$ cat config.mk
export PLATFORM = sky130hd
export DESIGN_NAME = lzc_seq_ctrl
export DESIGN_NICKNAME = d
export VERILOG_FILES = /design/src/rtl/lzc_seq_ctrl.sv
export SDC_FILE = /design/constraint.sdc
export NUM_CORES = 1
export LEC_CHECK = 0
export ABC_AREA = 1
export CAP_MARGIN = 20
export CORE_ASPECT_RATIO = 0.5
export CORE_MARGIN = 5
export CORE_UTILIZATION = 54
export CTS_CLUSTER_SIZE = 40
export DETAILED_ROUTE_END_ITERATION = 8
export MAX_ROUTING_LAYER = met4
export PLACE_DENSITY = 0.85
export SLEW_MARGIN = 40
export SYNTH_ARGS = -nofsm -noshare
export SYNTH_HDL_FRONTEND = slang
export SYNTH_SLANG_ARGS = --single-unit
$ cat constraint.sdc
create_clock -name clk -period 4.45 [get_ports clk]
set_input_delay 0.89 -clock clk [delete_from_list [all_inputs] [get_ports clk]]
set_output_delay 0.89 -clock clk [all_outputs]
set_load 0.02 [all_outputs]
$ cat src/rtl/lzc_seq_ctrl.sv
// Multi-cycle leading-zero counter for a DATA_W*CHUNKS-bit word.
// The word is scanned one DATA_W-bit chunk per cycle, MSB chunk first.
// The scan stops at the first chunk that contains a 1.
// Both the input and the output use a valid/ready handshake.

// Single-chunk leading-zero counter; an all-zero chunk reports DATA_W.
module zero_counter #(
  parameter int DATA_W = 8,
  parameter int ZC_W   = 4
) (
  input  logic [DATA_W-1:0] data_i,
  output logic [ZC_W-1:0]   count_o
);

  logic found;

  // Count zeros from the MSB down until the first set bit.
  always_comb begin
    count_o = '0;
    found   = 1'b0;
    for (int i = DATA_W - 1; i >= 0; i--) begin
      if (!found) begin
        if (data_i[i]) found = 1'b1;
        else           count_o = count_o + ZC_W'(1);
      end
    end
  end

endmodule

// State | meaning
// IDLE  | waiting for a word; in_ready high
// SCAN  | examining one chunk per cycle, accumulating zero counts
// DONE  | result presented; waiting for out_ready
module lzc_seq_ctrl #(
  parameter int DATA_W  = 8,
  parameter int CHUNKS  = 4,
  parameter int ZC_W    = 4,
  parameter int COUNT_W = 6
) (
  input  logic                       clk,
  input  logic                       rst,
  input  logic                       in_valid,
  output logic                       in_ready,
  input  logic [DATA_W*CHUNKS-1:0]   in_data,
  output logic                       out_valid,
  input  logic                       out_ready,
  output logic [COUNT_W-1:0]         out_count,
  output logic                       out_all_zero,
  output logic                       busy
);

  localparam int W     = DATA_W * CHUNKS;
  localparam int IDX_W = (CHUNKS > 1) ? $clog2(CHUNKS) : 1;

  typedef enum logic [1:0] {IDLE, SCAN, DONE} state_t;

  state_t             state_q, state_d;
  logic [W-1:0]       shreg_q, shreg_d;
  logic [COUNT_W-1:0] acc_q, acc_d;
  logic [IDX_W-1:0]   idx_q, idx_d;
  logic               out_valid_q, out_valid_d;
  logic [COUNT_W-1:0] out_count_q, out_count_d;
  logic               out_all_zero_q, out_all_zero_d;

  logic [DATA_W-1:0]  chunk;
  logic [ZC_W-1:0]    zc;
  logic [COUNT_W-1:0] acc_next;
  logic               chunk_hit;
  logic               last_chunk;

  assign chunk = shreg_q[W-1 -: DATA_W];

  zero_counter #(
    .DATA_W (DATA_W),
    .ZC_W   (ZC_W)
  ) u_zc (
    .data_i  (chunk),
    .count_o (zc)
  );

  assign acc_next   = acc_q + COUNT_W'(zc);
  assign chunk_hit  = (zc < ZC_W'(DATA_W));
  assign last_chunk = (idx_q == IDX_W'(CHUNKS - 1));

  assign in_ready     = (state_q == IDLE);
  assign busy         = (state_q != IDLE);
  assign out_valid    = out_valid_q;
  assign out_count    = out_count_q;
  assign out_all_zero = out_all_zero_q;

  // State and datapath registers with asynchronous reset.
  always_ff @(posedge clk or posedge rst) begin
    if (rst) begin
      state_q        <= IDLE;
      shreg_q        <= '0;
      acc_q          <= '0;
      idx_q          <= '0;
      out_valid_q    <= 1'b0;
      out_count_q    <= '0;
      out_all_zero_q <= 1'b0;
    end else begin
      state_q        <= state_d;
      shreg_q        <= shreg_d;
      acc_q          <= acc_d;
      idx_q          <= idx_d;
      out_valid_q    <= out_valid_d;
      out_count_q    <= out_count_d;
      out_all_zero_q <= out_all_zero_d;
    end
  end

  // Next-state and datapath update logic.
  always_comb begin
    state_d        = state_q;
    shreg_d        = shreg_q;
    acc_d          = acc_q;
    idx_d          = idx_q;
    out_valid_d    = out_valid_q;
    out_count_d    = out_count_q;
    out_all_zero_d = out_all_zero_q;

    case (state_q)
      IDLE: begin
        if (in_valid) begin
          shreg_d = in_data;
          acc_d   = '0;
          idx_d   = '0;
          state_d = SCAN;
        end
      end
      SCAN: begin
        acc_d = acc_next;
        if (chunk_hit || last_chunk) begin
          out_count_d    = acc_next;
          out_all_zero_d = (acc_next == COUNT_W'(W));
          out_valid_d    = 1'b1;
          state_d        = DONE;
        end else begin
          shreg_d = shreg_q << DATA_W;
          idx_d   = idx_q + IDX_W'(1);
        end
      end
      DONE: begin
        if (out_ready) begin
          out_valid_d = 1'b0;
          state_d     = IDLE;
        end
      end
      default: state_d = IDLE;
    endcase
  end

endmodule

==> impl_metrics.csv <==
group,metric,value,unit
timing,setup_violations,0,
critical_path,path_common_cell,"nor2_1",
yosys,synth_top_family_by_area,"simple AND/OR/NAND/NOR gates",
final_layout,final_core_util,66.0,%
timing,finClkSkew,0.00775,ns
clock_network,clk_path_buf_depth,2,
yosys,syn_inst,409,
drt,wl_per_cell,12.4,µm
yosys,ys_types,30,
timing,grt_setup_unrepaired,"false",
timing,worst_pin_slew,0.599,ns
yosys,muxShareOfSynthArea,0,%
timing,totalNegativeSetupSlack,0,ns
hold_path,min_path_type,"flip-flop to flip-flop",
die,pin_count,46,
clock_network,cts_made_buffers,5,
die,die_w,114,µm
clock_network,path_clk_slew,0.09,ns
timing,slew_headroom,60.1,%
clock_network,cts_tree,"built",
global_route,antenna_found_initial,0,
timing,slew_violations,0,
die,die_h,62.2,µm
final_layout,layout-drive-gt1-share,5.80,%
drt,drtIter0Drc,188,
die,start_util,54.8,%
critical_path,path_max_fanout,4,
yosys,synth.yosys.seq_area_share,42.5,%
global_route,grt_pass1_vias,2404,
timing,layout_min_cycle_time,4.02,ns
critical_path,critical_path_class,"flip-flop to flip-flop",
yosys,synthesis.nets,456,
critical_path,critical-path-max-stage-delay,0.43,ns
critical_path,crit_path_start_kind,"flip-flop",
clock_network,numClockSinks,50,
yosys,ys_ff_latch,50,
clock_network,cts-root-buf,"clkbuf_8",
critical_path,cp_data_arrival_time,4.22,ns
critical_path,worst_path_max_delay_cell,"dfrtp_1",
pwr,ir_drop,295,µV
critical_path,critPathRequiredTime,4.65,ns
pwr,leakage,1.91,nW
clock_network,postCtsHoldBufs,0,
final_layout,fill_cells,491,
die,dieArea,7110,µm²
global_route,globalRouteTotalUtil,18.8,%
global_route,grt_overflow_total,0,
drt,route.vias.total,2711,
timing,fmax,249,MHz
final_layout,syn_to_final_growth,20.6,%
critical_path,path_delay_family,"simple AND/OR/NAND/NOR gates",
yosys,synthSimpleGateAreaFrac,40.1,%
drt,ant_nets,0,
clock_network,cts_max_level,2,
yosys,yosys_warnings,0,
place,dp_slack,0.492,ns
final_layout,diodes,0,
critical_path,end_kind,"flip-flop",
global_route,grt_pass1_wl,10800,µm
place,portBuffers,45,
yosys,syn_area_per_cell,7.19,µm²
drt,drt_wl_total,6460,µm
place,placement.cell_area,3430,µm²
drt,viasPerCell,5.20,
yosys,syn_area,2940,µm²
critical_path,critPathBufInv,4,
timing,timing.final.hold_violations,0,
final_layout,nNetsFinal,495,
die,placementRows,19,
place,dpl.hpwl,4500,µm
timing,worst_slack,0.432,ns
drt,drt_pass1_iterations,4,
run_status,status,"complete, no violations",
pwr,power.density,622,nW/µm²
drt,drc,0,
yosys,synth-compound-area-share,3.45,%
clock_network,clk_latency,0.30,ns
yosys,yosys.area_share.adder,4.93,%
timing,fin_crit_sh,90.3,%
place,gp_congestion,0.872,
global_route,grt_max_degree,51,
flow_run,drv_cap,0,
final_layout,fin_area,3550,µm²
yosys,synthXorXnorAreaFrac,1.19,%
die,core-area,5370,µm²
layout make-up:
class | count | area [µm²] | area share (%)
multi-input combinational | 304 | 1470 | 41.4
clock inverter | 1 | 30.0 | 0.847
clock buffer | 6 | 82.6 | 2.33
timing repair buffer | 48 | 473 | 13.3
tap | 73 | 91.3 | 2.57
inverter | 39 | 149 | 4.20
sequential | 50 | 1250 | 35.3
through the flow:
stage | std cells | hold slack (ns) | power, W
floorplan | 409 | 0.469 | 0.00159
global placement | 514 | 0.457 | 0.00184
detailed placement | 514 | 0.460 | 0.00187
CTS | 521 | 0.483 | 0.00220
global route | 521 | 0.511 | 0.00241
finish | 521 | 0.476 | 0.00221
registers in the layout (all words and copies together), names as in the netlist:
register,flops
idx_q,2
shreg_q,32
out_all_zero,1
out_count,6
acc_q,6
out_valid,1
state_q,2
repair_timing:
action / CTS / global route
setup endpoints to repair: 0 / 2
resized for setup: 0 / 1
setup buffers: 0 / 0
synthesized netlist by cell type, drive strengths merged:
library cell,instances,share of area [%]
nand2,179,23
nand3,55,10
dfrtp,50,43
inv,37,4.7
nor2,24,3.7
nand4,11,2.3
clkbuf,10,1.3
ha,10,4.3
o21ai,9,1.5
buf,6,1.6
a21oi,4,0.68
xor2,3,0.89
clkinv,2,0.26
o22ai,2,0.43
a21boi,1,0.26
a21o,1,0.26
a31o,1,0.30
fa,1,0.68
nor4,1,0.21
or2,1,0.30
xnor2,1,0.30
routing by layer:
metal	share of wire, %	track usage [%]	up-vias
li1	-	-	1371
met1	48	26.2	1259
met2	46	28.4	68
met3	3.8	3.49	13
met4	1.4	5.04	0
met5	0	-	-
cell usage in the layout, fill, tap and decap left out, types with 2 or more instances in the layout:
cell and count:
nor2_4 3, nor2_2 2, nor2_1 19, xor2_1 3
nand3_2 2, nand2_2 4, clkinv_1 2, nand2_1 174
clkdlybuf4s50_1 45, a21oi_1 4, dfrtp_1 50, buf_4 3
clkbuf_8 6, inv_1 36, nand4_1 11, nand3_1 52
o22ai_1 2, o21ai_0 8, ha_1 10
worst paths after layout:
kind	slack, ns	to	from	cells after the start
min in group asynchronous	1.02	shreg_q[3]	rst	2
hold reg to reg	0.48	out_count[1]	out_count[1]	2
max in group asynchronous	3.02	acc_q[0]	rst	2
hold / removal	0.48	out_count[1]	out_count[1]	2
setup reg to reg	0.43	out_all_zero	shreg_q[30]	27
setup / recovery	0.43	out_all_zero	shreg_q[30]	27
power breakdown:
group | internal [W] | switching [W] | total (W)
clock | 0.000180 | 0.000145 | 0.000325
sequential | 0.000633 | 0.000119 | 0.000752
combinational | 0.000425 | 0.000704 | 0.00113
worst min-delay path, stage by stage (launching register included):
cell and delay, ns:
dfrtp_1 0.35, nand2_1 0.05, nand2_1 0.05
kinds of logic after synthesis:
family                   after synthesis
XOR/XNOR                               4
AND/OR/NAND/NOR                      271
AO/OA/AOI/OAI                         18
adder cells (fa/ha/maj)               11
buffers and inverters                 55
flip-flops                            50
No activity file was read; power rests on OpenSTA's default activity.
